`src/rtl/ctc_mod.sv`:
```
// rtl/ctc_mod.sv - parametrised modulo-N up/down counter with load, one-shot halt and terminal-count flags

module ctc_mod #(
   parameter int WIDTH   = 3,
   parameter int MODULUS = 8
) (
   input  logic             clk,
   input  logic             reset_n,
   input  logic             en,
   input  logic             up_dn,
   input  logic             one_shot,
   input  logic             load,
   input  logic [WIDTH-1:0] load_val,
   output logic [WIDTH-1:0] count,
   output logic             tc,
   output logic             done
);

   // Reject moduli that cannot be represented or that give a degenerate counter.
   if ((MODULUS < 2) || (MODULUS > (2 ** WIDTH))) begin : g_bad_modulus
      $error("ctc_mod: MODULUS must lie in 2..2**WIDTH");
   end

   // Highest legal count value; MODULUS may equal 2**WIDTH, so MODULUS-1 always fits in WIDTH bits.
   localparam logic [WIDTH-1:0] MAX_CNT = WIDTH'(MODULUS - 1);

   typedef enum logic {
      ST_RUN  = 1'b0,
      ST_HALT = 1'b1
   } state_t;

   state_t           r_state;
   logic [WIDTH-1:0] r_count;
   logic             r_tc;
   logic             r_done;

   logic [WIDTH-1:0] w_load_clamped;
   logic             w_at_term;
   logic [WIDTH-1:0] w_wrap_val;
   logic [WIDTH-1:0] w_step_val;

   // Next-value helpers: load clamp, terminal detect for the direction sampled this edge, wrap and step values.
   always_comb begin
      w_load_clamped = (load_val > MAX_CNT) ? MAX_CNT : load_val;
      w_at_term      = up_dn ? (r_count == MAX_CNT) : (r_count == '0);
      w_wrap_val     = up_dn ? '0 : MAX_CNT;
      w_step_val     = up_dn ? (r_count + 1'b1) : (r_count - 1'b1);
   end

   // Counter FSM: reset > load > enabled step; RUN counts and wraps or halts, HALT waits for load.
   always_ff @(posedge clk or negedge reset_n) begin
      if (!reset_n) begin
         r_state <= ST_RUN;
         r_count <= '0;
         r_tc    <= 1'b0;
         r_done  <= 1'b0;
      end else if (load) begin
         r_state <= ST_RUN;
         r_count <= w_load_clamped;
         r_tc    <= 1'b0;
         r_done  <= 1'b0;
      end else begin
         case (r_state)
            ST_RUN: begin
               r_tc <= 1'b0;
               if (en) begin
                  if (w_at_term) begin
                     r_tc <= 1'b1;
                     if (one_shot) begin
                        // Terminal value is already on count; park here until a load.
                        r_state <= ST_HALT;
                        r_done  <= 1'b1;
                     end else begin
                        r_count <= w_wrap_val;
                     end
                  end else begin
                     r_count <= w_step_val;
                  end
               end
            end
            ST_HALT: begin
               r_tc   <= 1'b0;
               r_done <= 1'b1;
            end
            default: begin
               r_state <= ST_RUN;
               r_tc    <= 1'b0;
               r_done  <= 1'b0;
            end
         endcase
      end
   end

   assign count = r_count;
   assign tc    = r_tc;
   assign done  = r_done;

endmodule

```
`config.mk`:
```
export PLATFORM = sky130hd
export DESIGN_NAME = ctc_mod
export DESIGN_NICKNAME = d
export VERILOG_FILES = /design/src/rtl/ctc_mod.sv
export SDC_FILE = /design/constraint.sdc
export NUM_CORES = 1
export LEC_CHECK = 0
export BUFFER_PORTS_ARGS = -buffer_cell sky130_fd_sc_hd__buf_2
export CAP_MARGIN = 25
export CORE_MARGIN = 2
export CORE_UTILIZATION = 35
export DETAILED_ROUTE_END_ITERATION = 6
export RECOVER_POWER = 50
export SLEW_MARGIN = 20
export SYNTH_ARGS = -nofsm -noshare
export SYNTH_HDL_FRONTEND = slang
export SYNTH_SLANG_ARGS = --single-unit
```
`constraint.sdc`:
```
create_clock -name clk -period 2.2 [get_ports clk]
set_input_delay 0.55 -clock clk [delete_from_list [all_inputs] [get_ports clk]]
set_output_delay 0.55 -clock clk [all_outputs]
set_load 0.05 [all_outputs]
```
# Yosys cells after proc, flatten, opt, wreduce, memory -nomap -nowiden
# Cells that the tools add are included.
[word_totals]
register_bits = 6
word_cells = 41
[op_classes]
add_sub_neg = 2
order_cmp = 1
n_eq_ne = 6
muxes = 23
bitwise_logic = 1
reduce_logical = 4
[ops]
columns = ["operator", "n"]
rows = [
  ["$mux 3", 8],
  ["$mux 1", 13],
  ["$ne 3x3->1 const B", 4],
  ["$reduce_and 3->1", 2],
  ["$pmux 1 s2", 2],
  ["$add 3x1->3 const B", 1],
  ["$eq 3x3->1 const B", 1],
  ["$gt 3x3->1 const B", 1],
  ["$logic_not 3->1", 1],
  ["$sub 3x1->3 const B", 1],
  ["$ne 2x2->1 const B", 1],
  ["$reduce_bool 2->1", 1],
  ["$not 1->1", 1],
]

# Depth between registers and ports, before layout
# Gate-level depths: netlist of run 1.
[logic_depth]
word_depth = 6
ltp_mapped = 7
depth_no_buf = 6

# Worst setup path before layout of run 1
# No wires, ideal clock.
[synth_path]
kind = "register -> register"
startpoint = "register r_count[0], in the netlist count[0]"
endpoint = "register r_count[1], in the netlist count[1]"
arrival_ps = 1848
t_required_ps = 2082
slack_ps = 234
stages_incl_launch_ff = 6
path_buffers = 0
path_cell_list = "dfrtp_1 > fa_1 > nor2b_1 > a211oi_1 > a311oi_1 > a21o_1"
[synth_between]
elab_chain_len = 6
[synth_lines]
columns = ["element", "line_no", "rtl"]
rows = [
  ["from (decl)", "33", "logic [WIDTH-1:0] r_count;"],
  ["from (signal assigned)", "59", "r_count <= w_load_clamped;"],
  ["from (signal assigned)", "74", "r_count <= w_wrap_val;"],
  ["from (signal assigned)", "77", "r_count <= w_step_val;"],
  ["$sub 3x1->3 (tied with other cells)", "47", "w_step_val = up_dn ? (r_count + 1'b1) : (r_count - 1'b1);"],
  ["$mux 3 / $mux 1 (equally long branches)", "47, 45", ""],
  ["$mux 3", "67", "if (w_at_term) begin"],
  ["$mux 3", "66", "if (en) begin"],
  ["$mux 3", "63", "case (r_state)"],
  ["$mux 3", "57", "end else if (load) begin"],
]
# Several ways; a longest one is shown, not always the timed one. The select of a mux whose other input is x is not followed.
# A chain may end at the register's enable or synchronous reset.

# Final worst setup path of run 1
[layout_path]
startpoint = "register r_count[2], in the netlist count[2]"
endpoint = "register r_count[1], in the netlist count[1]"
[layout_between]
elab_chain_len = 6
[layout_lines]
columns = ["element", "line_no", "rtl"]
rows = [
  ["$eq 3x3->1 / $logic_not 3->1 (equally long branches)", "45", "w_at_term = up_dn ? (r_count == MAX_CNT) : (r_count == '0);"],
  ["$mux 1 (*)", "45", ""],
  ["$mux 3", "67", ""],
  ["$mux 3", "66", ""],
  ["$mux 3", "63", ""],
  ["$mux 3", "57", ""],
]
# Mark *: on every way between the ends. The rest lies on a longest branch, timed or not. The select of a mux whose other input is x is not followed.

==> flow_summary_export.csv, run 1 <==
group,metric,value,unit
synth,avgSynthCellArea,9.93,um^2
grt,grt_use_total,14.9,%
synth,netlist.area_leader.share,32.9,%
floorplan,rows,13,
placed_design,place_congestion,0.780,
synth,synthDistinctLibCells,31,
cts,cts_root_buf,"clkbuf_4",
placed_design,io_buffers,13,
synth,synth_area_leaders,"dfrtp_1, a21oi_1, buf_6",
sta,rsz0062_at_grt,"no",
routing,drc_errors,0,
synth,yosysSeqAreaShare,32.9,%
critical_path,critPathKind,"reg2reg",
cts,clock_sinks,6,
critical_path,required,2.38,ns
synth,yosys.area.top_type,"dfrtp_1",
synth,synth.most_common_cell,"dfrtp_1",
sta,fin_crit,1.82,ns
sta,maxSlewViolCount,0,
placed_design,dp_hpwl,695,um
final_layout,drive_gt1_share,31.7,%
power,p_leak,0.254,nW
sta,worstMarginPinSlew,0.713,ns
cts,numCtsBuffers,3,
routing,vias,395,
sta,hold-worst-slack,0.162,ns
critical_path,cp-startpoint,"count[2]",
cts,post_cts_buffers,0,
routing,wl_per_cell,12.2,um
routing,drtIter0Drc,20,
grt,grt_pass1_wl,1.57,mm
routing,routed_wirelength,916,um
sta,relSlewSlack,52.0,%
cts,clk_pin_slew,0.05,ns
grt,antenna_found_initial,0,
cts,htree_levels,1,
routing,first_pass_iters,4,
floorplan,fp.dieH,40.1,um
sta,fin_skew,0.00948,ns
synth,synth-edff-count,0,
sta,final_hold_viol_count,0,
floorplan,io_pins,14,
critical_path,r2r-start,"count[2]",
routing,ant_nets,0,
sta,fin_crit_sh,82.7,%
synth,synthArstFlopShare,100,%
power,power.density,711,nW/um^2
critical_path,crit_fanout,12,
floorplan,coreArea,1250,um^2
grt,grt_overflow_total,0,
sta,clock.fmax,0.550,GHz
cts,postCtsHoldBufs,0,
grt,grt_max_degree,13,
floorplan,dieArea,1610,um^2
final_layout,nets,72,
final_layout,fin_util,42.1,%
cts,cts_tree,"yes",
status,outcome,"finished clean",
cts,cts_resized,0,
power,ir_drop,0.000273,V
critical_path,worstSetupStartpointType,"flip-flop",
final_layout,diodes,0,
final_layout,syn_to_final_growth,15.3,%
hold_path,worst_hold_path_type,"in2async",
synth,synth_common_cells,"dfrtp_1, a21oi_1, inv_1",
routing,vias_per_cell,5.27,
synth,synthFlopType,"dfrtp_1",
placed_design,preCtsSetupSlack,0.285,ns
synth,synth_nets,56,
synth,synthCells,46,
critical_path,cp.arrival,2.00,ns
sta,setup_viol,0,
synth,yosysWarnings,0,
final_layout,final_area,527,um^2
synth,synth_area,457,um^2
floorplan,fp.dieW,40.1,um
floorplan,initial_core_util,36.5,%
grt,grt_pass1_vias,354,
flow_run,drv_cap,0,
cts,clockBufferDepth,2,
sta,tns,0,ns
cts,clock_latency,0.25,ns
synth,ys_seq_elements,6,
placed_design,placed_area,522,um^2
sta,timing.final.ws_setup,0.381,ns
critical_path,reg2reg_slack,0.38,ns
critical_path,critPathCaptureType,"flip-flop",
## state kept, by name (all words and copies together), names as in the netlist
name / count
tc: 1
done: 1
r_state: 1
count: 3
## final cells by class
cell class | instances | area, um^2
clock buffer | 3 | 22.5
fill | 131 | 726
inverter | 4 | 15.0
multi-input combinational | 33 | 250
sequential | 6 | 150
tap | 15 | 18.8
timing repair buffer | 14 | 70.1
## worst paths after layout
path,end,cells after the start
setup / recovery,count[1],4
hold / removal,tc,1
setup reg to reg,count[1],4
hold reg to reg,done,2
max in group asynchronous,done,1
min in group clk,done,2
## stage by stage
| stage | cells | total power [mW] |
|---|---|---|
| 2_1_floorplan | 46 | 0.251 |
| 3_3_place_gp | 72 | 0.279 |
| 3_5_place_dp | 72 | 0.281 |
| 4_1_cts | 75 | 0.387 |
| 5_1_grt | 75 | 0.401 |
| 6_report | 75 | 0.375 |
## power breakdown
group	switching [mW]	total (mW)	internal [mW]	leakage, nW
Combinational	0.0772	0.129	0.0518	0.163
Sequential	0.0208	0.142	0.121	0.0767
Clock	0.0422	0.104	0.0619	0.0138
## per-layer routing
metal,part of all wire [%],GRT usage (%),vias to the layer above
met3,7.3,8.33,0
met4,0,0,0
met5,0,0,-
met2,46,21.0,10
met1,47,20.9,180
li1,-,-,205
## cells by family (layout without fill, tap and decap cells)
logic type,Yosys count,count (layout),share of synthesized area (%)
adder cells (fa/ha/maj),1,1,4.38
AO/OA/AOI/OAI,19,19,30.1
AND/OR/NAND/NOR,12,12,21.6
buffers and inverters,7,21,9.04
XOR/XNOR,1,1,1.92
flip-flops,6,6,32.9
## worst max-delay path, stage by stage, from the launching register on
cell	delay [ns]
dfrtp_1	0.50
nor4_1	0.69
o21ai_2	0.15
a311oi_1	0.30
a21o_1	0.11
## cells in the final DEF (no fill, tap or decap)
cell	n
nor4_1	1
dfrtp_1	6
nor2b_1	1
a211oi_1	1
and2b_2	1
o211a_1	1
nand2_1	2
a2bb2oi_1	2
o41ai_1	1
clkbuf_1	2
nand3_1	1
o21ai_2	1
o21ai_0	1
a21oi_1	5
clkbuf_4	3
or3b_1	1
or4b_1	1
a31o_1	1
xnor2_1	1
fa_1	1
o211ai_1	1
o21a_1	1
a21o_1	1
buf_4	1
inv_1	4
o31ai_1	1
and3b_2	1
nor2_1	1
and4_2	1
nand3b_1	1
a311oi_1	1
buf_2	11
o21bai_1	1
No activity file was read; power rests on OpenSTA's default activity.
==> run 2, diff against run 1 <==
--- a/config.mk
+++ b/config.mk
@@ -5,11 +5,12 @@
 export SDC_FILE = /design/constraint.sdc
 export NUM_CORES = 1
 export LEC_CHECK = 0
+export ABC_AREA = 1
 export BUFFER_PORTS_ARGS = -buffer_cell sky130_fd_sc_hd__buf_2
 export CAP_MARGIN = 25
-export CORE_MARGIN = 2
-export CORE_UTILIZATION = 35
+export CORE_AREA = 2 2 39 41
 export DETAILED_ROUTE_END_ITERATION = 6
+export DIE_AREA = 0 0 41 43
 export RECOVER_POWER = 50
 export SLEW_MARGIN = 20
 export SYNTH_ARGS = -nofsm -noshare
==> constraint.sdc (replaced) <==
create_clock -name clk -period 1.8 [get_ports clk]
set_input_delay 0.45 -clock clk [delete_from_list [all_inputs] [get_ports clk]]
set_output_delay 0.45 -clock clk [all_outputs]
set_load 0.05 [all_outputs]
==> run 2 against run 1 <==
- critical path depth decreased by 3
- via count decreased by 3.5%
- synthesized area decreased by 15%
- sequential power increased by 30%
- first-iteration DRC count decreased by 60%
- final area decreased by 7.6%
- critical path type is now reg2out
- critical endpoint is now count[0]
- largest cell class unchanged
- largest power group is now combinational logic
==> flow_summary_export.csv, run 2 <==
group,metric,value,unit
synth,synth_area,387,um^2
final_layout,mostFrequentLayoutCells,"nand2_1, buf_2, inv_1",
cts,post_cts_buffers,0,
sta,timing.final.ws_setup,0.370,ns
critical_path,regToRegEndpoint,"count[2]",
critical_path,r2r-start,"count[0]",
critical_path,reg2regPathDepth,7,
final_layout,fin_util,35.2,%
cts,cts_resized,0,
grt,grt_overflow_total,0,
grt,grt_pass1_vias,337,
routing,vias_per_cell,4.33,
floorplan,rows,14,
routing,routed_wirelength,802,um
floorplan,io_pins,14,
sta,maxSlewViolCount,0,
synth,synth_area_leaders,"dfrtp_1, nand2_1, inv_1",
power,ir_drop,0.000380,V
floorplan,coreArea,1380,um^2
sta,worstMarginPinSlew,0.341,ns
critical_path,critical_path.max_stage_delay,0.44,ns
sta,tns,0,ns
critical_path,critPathCaptureType,"primary output",
final_layout,instances_no_fill,88,
status,outcome,"finished clean",
synth,yosys.area.top_type,"dfrtp_1",
cts,cts_tree,"yes",
critical_path,worstPathCellList,"buf_2",
cts,clock_latency,0.25,ns
synth,netlist.area_leader.share,38.8,%
floorplan,dieArea,1760,um^2
cts,cts_root_buf,"clkbuf_4",
power,power.density,1100,nW/um^2
final_layout,final_area,487,um^2
routing,ant_nets,0,
synth,synthFlopType,"dfrtp_1",
placed_design,placed_area,472,um^2
grt,grt_use_total,11.7,%
sta,fin_crit_sh,79.4,%
flow_run,drv_cap,0,
sta,relSlewSlack,77.3,%
power,p_comb_share,41.6,%
final_layout,drive_gt1_share,27.8,%
placed_design,dp_hpwl,648,um
sta,clock.fmax,0.699,GHz
synth,synth_common_cells,"nand2_1, inv_1, dfrtp_1",
power,switching_share,43.9,%
cts,numCtsBuffers,3,
critical_path,critPathTopFamily,"flip-flops",
final_layout,syn_to_final_growth,25.9,%
synth,synthCells,56,
sta,rsz0062_at_grt,"no",
synth,yosysWarnings,0,
routing,wl_per_cell,9.11,um
power,pwr-share-clk,23.9,%
hold_path,worst_hold_path_type,"in2async",
synth,synthDistinctLibCells,14,
grt,antenna_found_initial,0,
power,switchingPower,235,uW
synth,yosysSeqAreaShare,38.8,%
cts,clockBufferDepth,2,
cts,clock_sinks,6,
power,p_leak,0.291,nW
sta,setup_viol,0,
floorplan,fp.dieW,41,um
synth,synthArstFlopShare,100,%
synth,synth_nets,66,
cts,postCtsHoldBufs,0,
synth,synth.most_common_cell,"nand2_1",
critical_path,cp.arrival,0.98,ns
sta,final_hold_viol_count,0,
critical_path,critPathKind,"reg2out",
synth,ys_seq_elements,6,
final_layout,largest_reg_flops,3,
power,p_int,300,uW
routing,vias,381,
critical_path,worstSetupStartpointType,"flip-flop",
final_layout,diodes,0,
power,seq_power_share,34.4,%
critical_path,required,1.35,ns
critical_path,cpMaxStageDelayCell,"dfrtp_1",
synth,avgSynthCellArea,6.90,um^2
floorplan,fp.dieH,43,um
routing,drtIter0Drc,8,
sta,hold-worst-slack,0.0743,ns
sta,fin_crit,1.43,ns
final_layout,final_common_cell,"nand2_1",
power,total_power,535,uW
synth,synth-edff-count,0,
placed_design,place_congestion,0.712,
placed_design,dpl.cell_count,85,
critical_path,path_buf_inv,1,
grt,grt_pass1_wl,1.32,mm
critical_path,reg2reg_slack,0.43,ns
critical_path,crit_fanout,6,
sta,fin_skew,0.00384,ns
placed_design,io_buffers,13,
floorplan,initial_core_util,27.9,%
routing,first_pass_iters,4,
cts,htree_levels,1,
routing,drc_errors,0,
placed_design,preCtsSetupSlack,0.218,ns
grt,grt_max_degree,7,
final_layout,nets,84,
cts,clk_pin_slew,0.05,ns
## run 2: cell types whose count changed after synthesis, sizes merged, moves of 2 or more
cell,delta
buf,-3
a2bb2oi,-2
inv,+5
o21ai,+2
a21oi,-3
nand2,+23
nor2,+5
## run 2: per-layer routing
layer / global-route usage [%] / routed length [um]
met2: 14.7 / 353
met5: 0 / 0
met1: 15.4 / 387
met3: 3.66 / 51
met4: 10.0 / 8
## run 2: kinds of logic (layout without fill, tap and decap cells)
kind of cell / after synthesis / in the layout / share of synthesized area (%)
AND/OR/NAND/NOR: 34 / 34 / 38.5
flip-flops: 6 / 6 / 38.8
buffers and inverters: 9 / 25 / 8.74
AO/OA/AOI/OAI: 6 / 6 / 8.74
adder cells (fa/ha/maj): 1 / 1 / 5.18
## run 2: how the worst max path moves through the flow
stage          cells past startpoint     start       end
6_report                           1  count[0]  count[0]
5_1_grt                            1  count[0]  count[0]
4_1_cts                            1  count[0]  count[0]
3_5_place_dp                       9     up_dn  count[2]
3_3_place_gp                       9     up_dn  count[2]
2_1_floorplan                      5  count[0]  count[1]
## run 2: final cells by class
cell class | count | area (um^2)
fillers | 159 | 897
multi-input cells | 41 | 196
flip-flops and latches | 6 | 150
repair buffers | 13 | 63.8
inverters | 9 | 33.8
clock buffers | 3 | 22.5
well taps | 16 | 20.0
## run 2: power groups by stage
stage | clock [mW] | sequential, mW | combinational (mW)
floorplan | 0 | 0.254 | 0.0968
global placement | 0 | 0.187 | 0.220
detailed placement | 0 | 0.187 | 0.225
CTS | 0.135 | 0.185 | 0.225
global route | 0.143 | 0.190 | 0.244
finish | 0.128 | 0.184 | 0.223
==> run 3, diff against run 2 <==
==> constraint.sdc (replaced) <==
create_clock -name clk -period 1.44 [get_ports clk]
set_input_delay 0.36 -clock clk [delete_from_list [all_inputs] [get_ports clk]]
set_output_delay 0.36 -clock clk [all_outputs]
set_load 0.05 [all_outputs]
==> run 3 against run 2 <==
- flip-flop and latch count stayed put
- count of clock-buffer cells in the layout unchanged
- clock skew decreased by 0.0022 ns
- largest cell class unchanged
==> flow_summary_export.csv, run 3 (synthesized netlist as in run 2, its figures left out) <==
group,metric,value,unit
status,outcome,"finished clean",
hold_path,whs_path_depth,2,
sta,fin_crit_sh,92.2,%
placed_design,dp_hpwl,656,um
final_layout,final_common_cell,"nand2_1",
placed_design,dpl.cell_count,86,
final_layout,syn_to_final_growth,32.0,%
cts,cts_root_buf,"clkbuf_4",
critical_path,critPathCaptureType,"flip-flop",
grt,grt_max_degree,7,
critical_path,crit_fanout,6,
routing,routed_wirelength,826,um
critical_path,cp.arrival,1.51,ns
cts,clockBufferDepth,2,
routing,first_pass_iters,4,
sta,rsz0062_at_grt,"no",
floorplan,fp.dieW,41,um
floorplan,rows,14,
critical_path,reg2regPathDepth,7,
cts,cts_tree,"yes",
sta,relSlewSlack,75.5,%
sta,fin_skew,0.00163,ns
final_layout,drive_gt1_share,32.4,%
sta,tns,0,ns
grt,grt_use_total,11.4,%
hold_path,min_to,"tc",
routing,drtIter0Drc,3,
sta,fin_crit,1.33,ns
placed_design,place_congestion,0.697,
final_layout,nets,86,
sta,clock.fmax,0.753,GHz
power,ir_drop,0.000462,V
sta,setup_viol,0,
final_layout,seq_area,153,um^2
sta,timing.final.ws_setup,0.112,ns
placed_design,preCtsSetupSlack,0.0257,ns
cts,htree_levels,1,
hold_path,min_from,"load",
floorplan,initial_core_util,27.9,%
final_layout,n_fill_cell,155,
critical_path,critPathKind,"reg2reg",
sta,maxSlewViolCount,0,
floorplan,fp.dieH,43,um
final_layout,diodes,0,
cts,clock_latency,0.24,ns
routing,ant_nets,0,
cts,numCtsBuffers,3,
routing,vias,386,
critical_path,required,1.62,ns
routing,vias_per_cell,4.29,
final_layout,mostFrequentLayoutCells,"nand2_1, buf_2, inv_1",
critical_path,r2r-start,"count[0]",
grt,grt_pass1_wl,1.30,mm
floorplan,coreArea,1380,um^2
cts,clock_sinks,6,
final_layout,largest_reg_flops,3,
hold_path,worst_hold_path_type,"in2reg",
critical_path,reg2reg_slack,0.11,ns
power,power.density,1300,nW/um^2
cts,clk_pin_slew,0.05,ns
flow_run,drv_cap,0,
grt,grt_overflow_total,0,
routing,drc_errors,0,
grt,grt_pass1_vias,333,
critical_path,regToRegEndpoint,"count[2]",
final_layout,multiInputGateArea,200,um^2
sta,final_hold_viol_count,0,
critical_path,worstSetupStartpointType,"flip-flop",
floorplan,io_pins,14,
placed_design,io_buffers,13,
final_layout,instances_no_fill,90,
floorplan,dieArea,1760,um^2
power,p_leak,0.300,nW
grt,antenna_found_initial,0,
sta,worstMarginPinSlew,0.367,ns
routing,wl_per_cell,9.18,um
## run 3: changes by cell type in the layout (fill, tap and decap cells not counted)
cell,delta
dlygate4sd3_1,+1
o21ai_2,+1
o21ai_0,-1
buf_4,+1
dfrtp_1,-2
dfrtp_2,+2
## run 3: timing repair
item | 4_1_cts | 5_1_grt
endpoints found under the setup margin | 0 | 0
hold buffers | 1 | 0
buffers inserted | 0 | 0
endpoints found under the hold margin | 6 | 0
gates resized for setup | 0 | 0
## run 3: final cells by class
type | instances | share of cell area [%]
Timing Repair Buffer | 15 | 15.9
Inverter | 9 | 6.62
Tap cell | 16 | 3.92
Multi-Input combinational cell | 41 | 39.2
Clock buffer | 3 | 4.41
Sequential cell | 6 | 29.9
## run 3: power breakdown
group          internal [mW]  switching, mW  total (mW)
clock                 0.0942         0.0591       0.153
sequential             0.199         0.0357       0.234
combinational         0.0855          0.191       0.276
total                  0.378          0.286       0.664
## run 3: worst max-delay path by stage
stage,to,from,slack (ns),cells after the start
final,count[2],count[0],0.11,7
after floorplan,count[2],count[0],0.04,7
after global placement,count[2],up_dn,0.03,9
after detailed placement,count[2],up_dn,0.03,9
after CTS,count[2],count[0],0.10,7
after global routing,count[2],count[0],0.04,7
## run 3: worst max-delay path: stages (launching register included)
cell	delay, ns
dfrtp_2	0.44
fa_1	0.41
nand3b_1	0.17
nand2_1	0.07
nand2_1	0.05
nand2_1	0.05
nand2_1	0.05
nand2_1	0.05
## run 3: metrics by stage
| step | power (mW) | hold slack, ns | utilization, % | cell area [um^2] |
|---|---|---|---|---|
| after floorplan | 0.441 | 0.0644 | - | 389 |
| after global placement | 0.511 | 0.196 | 34.8 | 482 |
| after global routing | 0.720 | 0.360 | 36.9 | 510 |
| after detailed placement | 0.516 | 0.200 | 34.8 | 482 |
| final | 0.664 | 0.352 | 36.9 | 510 |
| after CTS | 0.680 | 0.346 | 37.2 | 514 |
## run 3: per-layer routing
layer  share of wire (%)  wire [um]  vias to the layer above  GRT usage (%)
li1                    -          -                      206              -
met2                  44        367                       12           13.8
met5                   0          0                        -              0
met1                  49        405                      164           15.8
met4                 2.1         17                        0           10.0
met3                 4.4         36                        4           3.14
